--- src/rtl/datapath_lane_seq_if.sv ---
// ============================================================================
// Module      : datapath_lane_seq_if
// Description : Control/status bundle between byte-packing control and the
//               datapath lane sequencer.
// Revision    : 1.0 - initial release
// ============================================================================
`default_nettype none

interface datapath_lane_seq_if #(
    parameter int SEL_W = 2
);
    logic                  CLR;
    logic                  LOAD;
    logic [SEL_W-1:0]      LOAD_SEL;
    logic [SEL_W-1:0]      LAST_SEL;
    logic                  ADV;
    logic                  DIR;
    logic                  STOP_AT_TC;
    logic                  EN;
    logic [(2**SEL_W)-1:0] D;
    logic [SEL_W-1:0]      SEL;
    logic                  TC;
    logic                  BUSY;

    modport master (
        output CLR, LOAD, LOAD_SEL, LAST_SEL, ADV, DIR, STOP_AT_TC, EN,
        input  D, SEL, TC, BUSY
    );

    modport slave (
        input  CLR, LOAD, LOAD_SEL, LAST_SEL, ADV, DIR, STOP_AT_TC, EN,
        output D, SEL, TC, BUSY
    );
endinterface

`default_nettype wire

--- src/rtl/datapath_lane_seq.sv ---
// ============================================================================
// Module      : datapath_lane_seq
// Description : Registered lane pointer with one-hot EN-gated lane enables and
//               a terminal-count pulse. Optional saturate-at-last behaviour is
//               enabled by defining DATAPATH_LANE_SEQ_SATURATE_EN.
// Revision    : 1.0 - initial release
// ============================================================================
`default_nettype none

module datapath_lane_seq #(
    parameter int SEL_W    = 2,
    parameter int LAST_DEF = (2**SEL_W) - 1
) (
    input  wire logic          CLK,
    input  wire logic          RST,
    datapath_lane_seq_if.slave lane
);

    localparam int              LANES    = 2**SEL_W;
    localparam logic [SEL_W-1:0] LAST_RST = SEL_W'(LAST_DEF);

    typedef enum logic [1:0] {
        ST_IDLE = 2'd0,
        ST_RUN  = 2'd1,
        ST_HOLD = 2'd2
    } state_t;

    state_t           state_q;
    logic [SEL_W-1:0] sel_q;
    logic [SEL_W-1:0] start_q;
    logic [SEL_W-1:0] last_q;
    logic             tc_q;
    logic             busy_q;

    // Pointer step wraps naturally at the SEL_W-bit boundary.
    logic [SEL_W-1:0] step_d;
    assign step_d = lane.DIR ? (sel_q - SEL_W'(1)) : (sel_q + SEL_W'(1));

    always_ff @(posedge CLK or posedge RST) begin
        if (RST) begin
            state_q <= ST_IDLE;
            sel_q   <= '0;
            start_q <= '0;
            last_q  <= LAST_RST;
            tc_q    <= 1'b0;
            busy_q  <= 1'b0;
        end else begin
            tc_q <= 1'b0;
            if (lane.CLR) begin
                state_q <= ST_IDLE;
                busy_q  <= 1'b0;
            end else if (lane.LOAD) begin
                // Reload drops any coincident ADV, so no TC here.
                state_q <= ST_RUN;
                busy_q  <= 1'b1;
                sel_q   <= lane.LOAD_SEL;
                start_q <= lane.LOAD_SEL;
                last_q  <= lane.LAST_SEL;
            end else if (state_q == ST_RUN && lane.ADV) begin
                if (sel_q == last_q) begin
                    tc_q <= 1'b1;
                    if (lane.STOP_AT_TC) begin
                        state_q <= ST_IDLE;
                        busy_q  <= 1'b0;
                    end else begin
`ifdef DATAPATH_LANE_SEQ_SATURATE_EN
                        state_q <= ST_HOLD;
`else
                        sel_q   <= start_q;
`endif
                    end
                end else begin
                    sel_q <= step_d;
                end
            end
        end
    end

    assign lane.SEL  = sel_q;
    assign lane.TC   = tc_q;
    assign lane.BUSY = busy_q;
    assign lane.D    = (busy_q && lane.EN) ? (LANES'(1) << sel_q) : '0;

endmodule

`default_nettype wire

--- src/flat_wrapper.sv ---
// flat-port wrapper written by rule: the top's interface ports become plain ports
module datapath_lane_seq_flat 
#(
    parameter int SEL_W    = 2,
    parameter int LAST_DEF = (2**SEL_W) - 1
)
  (CLK, RST, lane_CLR, lane_LOAD, lane_LOAD_SEL, lane_LAST_SEL, lane_ADV, lane_DIR, lane_STOP_AT_TC, lane_EN, lane_D, lane_SEL, lane_TC, lane_BUSY);
  datapath_lane_seq_if #(.SEL_W(SEL_W)) lane_i ();
  input  wire logic CLK;
  input  wire logic RST;
  input wire logic [$bits(lane_i.CLR)-1:0] lane_CLR;
  input wire logic [$bits(lane_i.LOAD)-1:0] lane_LOAD;
  input wire logic [$bits(lane_i.LOAD_SEL)-1:0] lane_LOAD_SEL;
  input wire logic [$bits(lane_i.LAST_SEL)-1:0] lane_LAST_SEL;
  input wire logic [$bits(lane_i.ADV)-1:0] lane_ADV;
  input wire logic [$bits(lane_i.DIR)-1:0] lane_DIR;
  input wire logic [$bits(lane_i.STOP_AT_TC)-1:0] lane_STOP_AT_TC;
  input wire logic [$bits(lane_i.EN)-1:0] lane_EN;
  output wire logic [$bits(lane_i.D)-1:0] lane_D;
  output wire logic [$bits(lane_i.SEL)-1:0] lane_SEL;
  output wire logic [$bits(lane_i.TC)-1:0] lane_TC;
  output wire logic [$bits(lane_i.BUSY)-1:0] lane_BUSY;
  assign lane_i.CLR = lane_CLR;
  assign lane_i.LOAD = lane_LOAD;
  assign lane_i.LOAD_SEL = lane_LOAD_SEL;
  assign lane_i.LAST_SEL = lane_LAST_SEL;
  assign lane_i.ADV = lane_ADV;
  assign lane_i.DIR = lane_DIR;
  assign lane_i.STOP_AT_TC = lane_STOP_AT_TC;
  assign lane_i.EN = lane_EN;
  assign lane_D = lane_i.D;
  assign lane_SEL = lane_i.SEL;
  assign lane_TC = lane_i.TC;
  assign lane_BUSY = lane_i.BUSY;
  datapath_lane_seq #(.SEL_W(SEL_W), .LAST_DEF(LAST_DEF)) u_core (.CLK(CLK), .RST(RST), .lane(lane_i));
endmodule
--- config.mk ---
export PLATFORM = sky130hd
export DESIGN_NAME = datapath_lane_seq_flat
export DESIGN_NICKNAME = d
export VERILOG_FILES = /design/src/rtl/datapath_lane_seq_if.sv /design/src/rtl/datapath_lane_seq.sv /design/src/flat_wrapper.sv
export SDC_FILE = /design/constraint.sdc
export NUM_CORES = 1
export LEC_CHECK = 0
export BUFFER_PORTS_ARGS = -buffer_cell sky130_fd_sc_hd__buf_2
export CAP_MARGIN = 10
export CORE_MARGIN = 2
export CORE_UTILIZATION = 35
export CTS_BUF_LIST = sky130_fd_sc_hd__clkbuf_8
export DETAILED_ROUTE_END_ITERATION = 10
export MAX_ROUTING_LAYER = met4
export SLEW_MARGIN = 10
export SYNTH_ARGS = -nofsm -noshare
export SYNTH_HDL_FRONTEND = slang
export SYNTH_SLANG_ARGS = --single-unit
--- constraint.sdc ---
create_clock -name CLK -period 1.15 [get_ports CLK]
set_input_delay 0.23 -clock CLK [delete_from_list [all_inputs] [get_ports CLK]]
set_output_delay 0.23 -clock CLK [all_outputs]
set_load 0.05 [all_outputs]
* After elaboration in Yosys (flattened, before gate mapping)
Index checks and enable logic that the tools add are counted.
** Storage, ports and cells
- Register bits :: 10
** Operators by class
- Shifts and indexed selects :: 1
- Bitwise operators :: 1
- Equality and inequality tests :: 3
- Mux-type cells :: 20
- $add $sub $neg :: 2
- Reductions and logical operators :: 9
** Operator list (number)
- $mux W2 :: 10
- $mux W1 :: 9
- $reduce_bool A3 Y1 :: 3
- $reduce_and A3 Y1 :: 2
- $mux W4 :: 1
- $shl A1 B2 Y4 const A :: 1
- $ne A3 B3 Y1 const B :: 1
- $add A2 B1 Y2 const B :: 1
- $eq A2 B1 Y1 const B :: 1
- $eq A2 B2 Y1 :: 1
- $logic_and A1 B1 Y1 :: 2
- $reduce_and A2 Y1 :: 1
- $reduce_bool A2 Y1 :: 1
- $sub A2 B1 Y2 const B :: 1
- $not A1 Y1 :: 1

* Logic depth before layout (Yosys ltp)
Gate-level depths: netlist of the first run.
- Word-level depth :: 5
- Mapped depth :: 5
- Mapped depth without buffers :: 4

* Worst setup path after synthesis of the first run
Ideal clock, no wire load.
- Path type :: reg-to-output
- Start point :: register, netlist name u_core.state_q[0]
- End point :: output lane_D[2]
- Data required time :: 0.920 ns
- Stages on the path, launching flop included :: 3
- Buffers on the path :: 0
- Path slack :: -1.162 ns
- Arrival time :: 2.082 ns
- Cell sequence :: dfrtp_1 -> nand2_1 -> nor3b_1
** RTL lines
- end, declared :: RTL line flat_wrapper.sv:19 : output wire logic [$bits(lane_i.D)-1:0] lane_D;

* Final worst setup path of the first run
- Start point :: register u_core.sel_q[0] (netlist: u_core.lane.SEL[0])
- End point :: output lane_D[2]
** On the way
- Word-level cells in the longest chain between the ends :: 2
** Ends and longest elaborated chain
- start, declared :: RTL line datapath_lane_seq.sv:29 : logic [SEL_W-1:0] sel_q;
- start signal, assigned :: RTL line datapath_lane_seq.sv:56 : sel_q <= lane.LOAD_SEL;
- start signal, assigned :: RTL line datapath_lane_seq.sv:69 : sel_q <= start_q;
- start signal, assigned :: RTL line datapath_lane_seq.sv:73 : sel_q <= step_d;
- $shl A1 B2 Y4 :: RTL line datapath_lane_seq.sv:82 : assign lane.D = (busy_q && lane.EN) ? (LANES'(1) << sel_q) : '0;
- $mux W4 :: RTL line datapath_lane_seq.sv:82
No other way between the ends.

==> key figures, run 1 <==
CTS
  – Clock buffer depth: 2
  – CTS sink cnt: 8
  – CTS tree: built
  – TritonCTS buffer count: 3
  – Worst-path clk slew: around 40 ps
  – Clk_lat worst skew: between 200 and 250 ps
  – H-tree Lvls: 1
  – Root buffer cell: clkbuf_8

Route
  – Iteration-0 DRC Markers: 6
  – 1st-pass router iterations: 4
  – Final wirelength: 1.304 mm
  – Via count: roughly 500
  – WL per Instance: between 10 and 15 um
  – DRC errors left: 0
  – Post-DRT Antenna Nets: 0
  – Number of vias per cell: between 4 and 5

Timing
  – Fin. max-slew vios: 0
  – Tmin final: roughly 1400 ps
  – Crit path setup slack, layout: -278.5 ps
  – Hold_ws: ~230 ps
  – Final TNS setup: -1839 ps
  – Slew of the pin with the lowest slew margin: 357.8 ps
  – RSZ-0062 raised after global routing: yes
  – Crit share post-route: 124.2%
  – Hold Fails Final Rpt: 0
  – Worst Skew: 6.641 ps
  – Final setup viols: 11
  – Fmax: around 700 MHz
  – Slew margin rel.: 76.10%

Critical path
  – Req. time, crit path: 920 ps
  – Crit Path Max Fanout: 7
  – Data arrival time of the critical path: ~1200 ps
  – CP Launch Type: flop
  – Worst Setup End Kind: primary output
  – Worst Setup Path Type: flop to primary output

Global routing
  – Residual overflow from global routing: 0
  – GRT Total Usage: between 10% and 20%
  – Initial antenna violation count: 0
  – Largest net degree at the start of global routing: 9
  – First-pass GRT wire length: 2.090 mm
  – Vias in the first global route: 493

Floorplanning
  – Row Count: 13
  – Die Span Y: between 40 and 50 um
  – Die area: 1736 um2
  – Die span in x: roughly 42 um
  – Initial Util: between 30% and 40%
  – Core ar.: 1318 um2
  – Ports: 20

Final layout
  – Leading cell type in the layout, fill and taps excluded: buf_2
  – Antenna Cells: 0
  – Fraction of layout instances using a drive strength above 1: between 60% and 70%
  – Final core occ: 71.60%
  – Area grow syn2layout: 89.92%
  – Fin nets: approximately 100
  – Most frequent cells in the layout: 13 x buf_2, 11 x buf_4, 9 x buf_6

Placed design
  – Final Wtd Congestion: 0.7912
  – DP HPWL: 864.8 um
  – IO Port Bufs: 19

Synthesis
  – Syn Inst Count: 49
  – Avg Inst Size Synth: between 10 and 15 um2
  – Seq/Total Area, Yosys: 40.81%
  – Largest cells by area after synthesis: dfrtp_1 30%, dfstp_2 11%, mux2_2 6.8%
  – Post-synth top flop: dfrtp_1
  – Synth top area share: a little under a third
  – Area leader, netlist: dfrtp_1
  – Syn_nets: 61
  – Warnings, synthesis: 0
  – Asr flop ratio synth: between 90% and 100%
  – Post-synth EDFFs: 0
  – Mapped cell area: 496.7 um2
  – Synth Register Bits: 8
  – Distinct cells, synth: 24

Worst hold path
  – Path type of the worst min-delay path: input port to flop

Power
  – Pwr Density: around 1700 nW/um2
  – VDD IR max: ~1.1 mV
  – Leak Pwr: ~0.44 nW

Status
  – Failing checks: negative setup slack
  – Status: finished with violations

Job
  – Max_cap viols: 0
Yosys cell counts (2+ instances only):
| library cell | number |
|---|---|
| a21oi_1 | 3 |
| buf_6 | 2 |
| dfrtp_1 | 6 |
| dfstp_2 | 2 |
| inv_1 | 3 |
| mux2_2 | 3 |
| nand2_1 | 5 |
| nor2_1 | 3 |
| nor3b_1 | 2 |
| o21ai_0 | 4 |
| xnor2_1 | 3 |
where the power goes:
group	switching, mW	internal, mW
Clock	0.110	0.231
Combinational	0.382	0.455
Sequential	0.0688	0.341
Total	0.560	1.03
final timing paths:
check	from	endpoint	slack, ps	cells after the start
worst max register to register	u_core.lane.SEL[0]	u_core.lane.SEL[0]	-270	5
worst min-delay path	lane_LAST_SEL[1]	u_core.last_q[1]	230	2
worst max-delay path	u_core.lane.SEL[0]	lane_D[2]	-280	3
max in group asynchronous	RST	u_core.last_q[0]	370	3
worst min register to register	u_core.start_q[1]	u_core.start_q[1]	550	2
min in group asynchronous	RST	u_core.state_q[0]	490	3
layer usage:
metal	global-route usage [%]	wire (um)	up-vias
li1	-	-	253
met1	19.22	542	232
met5	-	0	-
met4	9.677	29	0
met2	27.19	665	19
met3	5.217	65	5
worst max-delay path, cell delays in order (launching register included):
cell and delay, ps:
dfrtp_2 460, buf_4 160, nor3b_4 170, buf_6 180
area by class of cell:
cell class	count	area [um2]
Fill cell	103	374.1
Multi-Input combinational cell	36	350.3
Timing Repair Buffer	37	309.0
Sequential cell	8	209.0
Clock buffer	3	41.29
Tap cell	15	18.77
Inverter	3	11.26
Clock inverter	1	3.754
state kept, by name, indices dropped and copies added (netlist names):
name and flops:
u_core.start_q 2, u_core.lane.SEL 2, u_core.state_q 1, u_core.lane.TC 1, u_core.last_q 2
logic make-up after synthesis:
| group | share of synthesized area, % |
|---|---|
| xor+xnor | 7.054 |
| mux | 6.801 |
| buf+inv | 6.801 |
| compound gates | 15.62 |
| simple gates | 22.92 |
| flops | 40.81 |
through the flow:
step / cells / setup WS (ps) / total power [mW] / area (um2)
3_3_place_gp: 88 / -132.4 / 0.9015 / 694.4
3_5_place_dp: 88 / -144.3 / 0.9096 / 694.4
5_1_grt: 103 / -313.6 / 1.671 / 943.4
2_1_floorplan: 49 / -290.2 / 0.7870 / 550.5
4_1_cts: 98 / -223.3 / 1.446 / 877.1
6_report: 103 / -278.5 / 1.588 / 943.4
repair_timing:
action,in CTS,in global routing
hold buffers,1,0
setup endpoints to repair,10,10
pin swaps,8,11
gates resized for setup,22,3
buffers inserted,5,5
hold endpoints to repair,6,0
Power figures use the tool's default switching activity.
==> run 2: changes to the inputs <==
--- a/config.mk
+++ b/config.mk
@@ -9,7 +9,6 @@
 export CAP_MARGIN = 10
 export CORE_MARGIN = 2
 export CORE_UTILIZATION = 35
-export CTS_BUF_LIST = sky130_fd_sc_hd__clkbuf_8
 export DETAILED_ROUTE_END_ITERATION = 10
 export MAX_ROUTING_LAYER = met4
 export SLEW_MARGIN = 10
==> run 2 against run 1 <==
  * Wire length decreased by 8.4%
  * Count of clock-buffer cells in the layout increased by 1
  * Total power decreased by 16%
  * Combinational power decreased by 17%
  * The flow still finishes with violations (negative setup slack)
  * Final cell count decreased by 4.9%
  * Utilization decreased by 5.4 points
  * Worst setup slack improved by 13 ps
  * Design area decreased by 7.6%
  * Critical path type is now flop to flop
  * Fmax increased by 0.92%
  * Die area unchanged
  * Global-route usage decreased by 1.8 points
  * Critical endpoint is now u_core.lane.SEL[0]
  * Largest power group unchanged
  * Non-clock buffer count decreased by 5
==> key figures, run 2 (same netlist as run 1, synthesis figures left out) <==
Status
  – Status: finished with violations
  – Failing checks: negative setup slack

Final layout
  – Fin nets: between 90 and 100
  – Most frequent cells in the layout: 13 x buf_2, 10 x buf_6, 7 x buf_4
  – Design Area, Final: slightly below 900 um2
  – Area grow syn2layout: 75.57%
  – Leading cell type in the layout, fill and taps excluded: buf_2
  – Fraction of layout instances using a drive strength above 1: 68.67%
  – Post-Layout Cell Count: just under 100
  – Filler cells: 113
  – Antenna Cells: 0

Global routing
  – First-pass GRT wire length: between 1.5 and 2 mm
  – GRT Total Usage: 15.38%
  – Vias in the first global route: approximately 460
  – Largest net degree at the start of global routing: 9
  – Residual overflow from global routing: 0
  – Initial antenna violation count: 0

Timing
  – Fmax: 706.5 MHz
  – Hold Fails Final Rpt: 0
  – Worst Skew: between 10 and 15 ps
  – Fin. max-slew vios: 0
  – Tmin final: ~1400 ps
  – Slew margin rel.: roughly 76%
  – RSZ-0062 raised after global routing: yes
  – Crit path setup slack, layout: -265.5 ps
  – Crit share post-route: 123.1%
  – Final setup viols: 10
  – Slew of the pin with the lowest slew margin: between 300 and 400 ps
  – Final TNS setup: -1800 ps

CTS
  – Root buffer cell: clkbuf_4
  – Worst-path clk slew: 60 ps
  – CTS sink cnt: 8
  – H-tree Lvls: 1
  – Clock buffer depth: 2
  – Clk_lat worst skew: between 200 and 300 ps
  – TritonCTS buffer count: 3
  – CTS tree: built

Route
  – Iteration-0 DRC Markers: 1
  – Final wirelength: about 1.2 mm
  – Number of vias per cell: 4.929
  – 1st-pass router iterations: 2
  – WL per Instance: ~12 um
  – DRC errors left: 0
  – Post-DRT Antenna Nets: 0
  – Via count: approximately 480

Critical path
  – Crit path max-delay cell type: dfrtp_2
  – Worst Setup Path Type: flop to flop
  – Req. time, crit path: between 1000 and 1500 ps
  – Delay of the slowest critical-path stage: roughly 470 ps
  – Crit Path Max Fanout: 6
  – CP Launch Type: flop
  – Worst Setup End Kind: flop
  – Data arrival time of the critical path: ~1600 ps
  – Worst path cell trace: buf_6, nor4b_4, a32oi_1, o221ai_1, a21o_1

Floorplanning
  – Die span in x: around 42 um
  – Core ar.: roughly 1300 um2
  – Initial Util: 37.70%
  – Ports: 20
  – Die Span Y: 41.67 um
  – Die area: 1736 um2
  – Row Count: 13

Worst hold path
  – Path type of the worst min-delay path: input port to flop

Power
  – Pwr Density: 1539 nW/um2
  – Power, Total: about 1.3 mW
  – VDD IR max: about 0.86 mV
  – Leak Pwr: 0.4030 nW

Placed design
  – Dpl cells: between 80 and 90
  – DP HPWL: about 860 um
  – IO Port Bufs: 19
  – Pre-CTS WS: -144.3 ps
  – Final Wtd Congestion: ~0.8
  – Placed cell areas: about 700 um2

Job
  – Max_cap viols: 0
==> run 2: cell type report <==
class	count	area, um2	share of cell area [%]
clock buffers	4	26.28	3.013
flip-flops and latches	8	209.0	23.96
inverters	3	11.26	1.291
repair buffers	32	255.2	29.27
well taps	15	18.77	2.152
multi-input cells	36	351.6	40.32
==> run 2: worst paths after layout <==
| check | end | slack, ps | cells after the start | startpoint |
|---|---|---|---|---|
| min in group asynchronous | u_core.lane.TC | 460 | 3 | RST |
| max in group asynchronous | u_core.last_q[0] | 400 | 3 | RST |
| hold reg to reg | u_core.start_q[1] | 560 | 2 | u_core.start_q[1] |
| hold / removal | u_core.last_q[1] | 210 | 2 | lane_LAST_SEL[1] |
| setup / recovery | u_core.lane.SEL[0] | -270 | 5 | u_core.lane.SEL[0] |
| setup reg to reg | u_core.lane.SEL[0] | -270 | 5 | u_core.lane.SEL[0] |
==> run 2: per-stage QoR <==
stage / hold slack (ps) / util [%]
3_5_place_dp: 183.0 / 52.71
2_1_floorplan: 44.11 / -
5_1_grt: 194.3 / 66.19
3_3_place_gp: 198.2 / 52.71
6_report: 205.3 / 66.19
4_1_cts: 198.1 / 61.54
==> run 2: routing by layer <==
layer,GRT usage (%),vias up,routed length (um)
met5,-,-,0
met3,5.217,2,61
met4,5.806,0,5
met2,25.31,14,645
li1,-,246,-
met1,17.17,221,482
==> run 2: report_power, final <==
part | total, mW | internal, mW | switching [mW]
logic | 0.696 | 0.357 | 0.339
registers | 0.421 | 0.341 | 0.0809
clock network | 0.224 | 0.132 | 0.0916
==> run 2: critical path: cells and delay by family, from the launching register on <==
family	cells	cell delay, ps
AOI/OAI and AO/OA	3	490
DFF	1	470
buffers and inverters	1	160
and+or+nand+nor	1	230
==> run 2: repair_timing <==
| action | in CTS | in global routing |
|---|---|---|
| gates cloned | 0 | 0 |
| setup endpoints to repair | 10 | 11 |
| pin swaps | 6 | 5 |
| buffers inserted | 4 | 1 |
| hold buffers | 1 | 0 |
| endpoints found under the hold margin | 6 | 0 |
| gates resized for setup | 14 | 12 |
==> run 3: changes to the inputs <==
--- a/config.mk
+++ b/config.mk
@@ -7,10 +7,13 @@
 export LEC_CHECK = 0
 export BUFFER_PORTS_ARGS = -buffer_cell sky130_fd_sc_hd__buf_2
 export CAP_MARGIN = 10
-export CORE_MARGIN = 2
-export CORE_UTILIZATION = 35
+export CELL_PAD_IN_SITES_DETAIL_PLACEMENT = 1
+export CELL_PAD_IN_SITES_GLOBAL_PLACEMENT = 1
+export CORE_MARGIN = 5
+export CORE_UTILIZATION = 30
 export DETAILED_ROUTE_END_ITERATION = 10
 export MAX_ROUTING_LAYER = met4
+export PLACE_DENSITY_LB_ADDON = 0.1
 export SLEW_MARGIN = 10
 export SYNTH_ARGS = -nofsm -noshare
 export SYNTH_HDL_FRONTEND = slang
==> run 3 against run 2 <==
  * The run still ends with negative setup slack left
  * Worst setup slack worse by 30 ps
  * Combinational power is 14% higher
  * Sequential power is 7.6% lower
  * Global-route usage shrank 3.1 points
  * Non-clock buffer count increased by 4
  * Clock power up 5%
  * Register-to-register slack lost 30 ps
  * Flip-flop and latch count stayed put
  * First-iteration DRC count rose to 3.0 times the previous value
  * Critical path type unchanged
  * Highest routed layer unchanged
==> key figures, run 3 (same netlist as run 1, synthesis figures left out) <==
Status
  – Status: finished with violations
  – Failing checks: negative setup slack

Final layout
  – Most frequent cells in the layout: 13 x buf_4, 12 x buf_2, 5 x buf_6
  – Leading cell type in the layout, fill and taps excluded: buf_4
  – Fraction of layout instances using a drive strength above 1: between 60 and 70%
  – Area grow syn2layout: 79.60%
  – Final core occ: between 50 and 60%
  – Antenna Cells: 0
  – Fin nets: 100
  – Post-Layout Cell Count: slightly above 100

Critical path
  – Reg2reg path depth: 5
  – Top cell family by delay on the critical path: compound AO/OA/AOI/OAI gates
  – Crit Path Max Fanout: 6
  – Worst Setup Path Type: flop to flop
  – Delay of the slowest critical-path stage: roughly 450 ps
  – Req. time, crit path: around 1300 ps
  – Critical path buffer and inverter count: 1
  – CP Launch Type: flop
  – R2R Path Start: u_core.lane.SEL[0]
  – R2R setup slack: -300 ps
  – Reg2reg end: u_core.lane.SEL[0]
  – Critical path depth in cells: 5
  – Setup crit end: u_core.lane.SEL[0]
  – Data arrival time of the critical path: 1640 ps
  – Crit path max-delay cell type: dfrtp_2
  – Crit path from: u_core.lane.SEL[0]
  – Worst path cell trace: buf_4, nor4b_4, a32oi_1, o221ai_1, a21o_1
  – Worst Setup End Kind: flop

Placed design
  – IO Port Bufs: 19
  – Final Wtd Congestion: ~0.69
  – Dpl cells: 91
  – DP HPWL: about 1.1 mm

CTS
  – Root buffer cell: clkbuf_4
  – Clock buffer depth: 2
  – CTS tree: built
  – Clk_lat worst skew: between 200 and 300 ps
  – Worst-path clk slew: approximately 60 ps
  – CTS sink cnt: 8
  – TritonCTS buffer count: 3
  – H-tree Lvls: 1

Route
  – Met3 routed WL: 85 um
  – Length of routed met2 wiring: between 700 and 800 um
  – DRC errors left: 0
  – Number of vias per cell: between 5 and 6
  – Iteration-0 DRC Markers: 3
  – Via count: approximately 520
  – Top sig layer: met4
  – Met1 WL: around 650 um
  – WL per Instance: approximately 14 um
  – Post-DRT Antenna Nets: 0
  – 1st-pass router iterations: 2
  – Final wirelength: ~1.5 mm

Timing
  – Worst Skew: between 9 and 10 ps
  – Slew margin rel.: roughly 73%
  – Fin. max-slew vios: 0
  – Fmax: 691.7 MHz
  – RSZ-0062 raised after global routing: yes
  – Crit path setup slack, layout: -295.8 ps
  – Tmin final: roughly 1400 ps
  – Crit share post-route: 125.7%
  – Final setup viols: 11
  – Slew of the pin with the lowest slew margin: ~410 ps
  – Hold Fails Final Rpt: 0

Power
  – Power, Total: 1.417 mW
  – Leak Pwr: between 0.4 and 0.5 nW
  – Pwr Density: around 1600 nW/um2
  – VDD IR max: between 0.7 and 0.8 mV

Floorplanning
  – Core ar.: approximately 1500 um2
  – Die Span Y: 50.69 um
  – Row Count: 14
  – Initial Util: around 32%
  – Die span in x: between 50 and 60 um
  – Ports: 20
  – Die area: between 2000 and 3000 um2

Global routing
  – Largest net degree at the start of global routing: 9
  – Initial antenna violation count: 0
  – Vias in the first global route: 537
  – GRT Total Usage: roughly an eighth
  – Residual overflow from global routing: 0
  – First-pass GRT wire length: around 2.4 mm

Job
  – Max_cap viols: 0

Worst hold path
  – Path type of the worst min-delay path: input port to flop
==> run 3: where the power goes <==
part	internal, mW	switching (mW)	total [mW]
Combinational	0.423	0.370	0.793
Sequential	0.340	0.0494	0.389
Clock	0.133	0.103	0.236
==> run 3: stage by stage <==
stage / instance area [um2] / hold slack [ps] / setup TNS [ps] / worst slack [ps]
floorplan: 550.5 / 44.11 / -1596 / -290.2
global placement: 723.2 / 197.7 / -771.0 / -117.6
detailed placement: 723.2 / 200.6 / -922.2 / -138.7
CTS: 854.6 / 203.7 / -2360 / -287.0
global route: 892.1 / 210.1 / -2828 / -354.9
finish: 892.1 / 203.1 / -2254 / -295.8
==> run 3: metal layers <==
metal,vias up,track usage (%)
met5,-,-
met3,2,2.071
met2,18,19.63
li1,250,-
met4,0,2.553
met1,252,16.04
==> run 3: final cells by class <==
class                           instances  area, um2
Multi-Input combinational cell         36      316.6
Tap cell                               16      20.02
Fill cell                             177      649.4
Clock buffer                            4      26.28
Sequential cell                         8      209.0
Inverter                                3      11.26
Timing Repair Buffer                   36      309.0
==> run 3: worst min-delay path by stage <==
stage / from / endpoint / cells after the start
6_report: lane_LAST_SEL[0] / u_core.last_q[0] / 2
5_1_grt: lane_LAST_SEL[1] / u_core.last_q[1] / 2
4_1_cts: lane_LAST_SEL[0] / u_core.last_q[0] / 2
3_5_place_dp: RST / u_core.start_q[0] / 2
3_3_place_gp: RST / u_core.start_q[1] / 2
2_1_floorplan: RST / u_core.lane.TC / 1
==> run 3: what timing repair did <==
item	in CTS	in global routing
pin swaps	3	2
setup endpoints to repair	11	11
buffers inserted	5	2
hold endpoints to repair	6	0
resized for setup	17	6
hold buffers	1	0
gates cloned	0	0
==> run 3: worst register-to-register path, stage by stage, from the launching register on <==
cell      delay [ps]
dfrtp_2          450
buf_4            170
nor4b_4          260
a32oi_1          140
o221ai_1         230
a21o_1           120
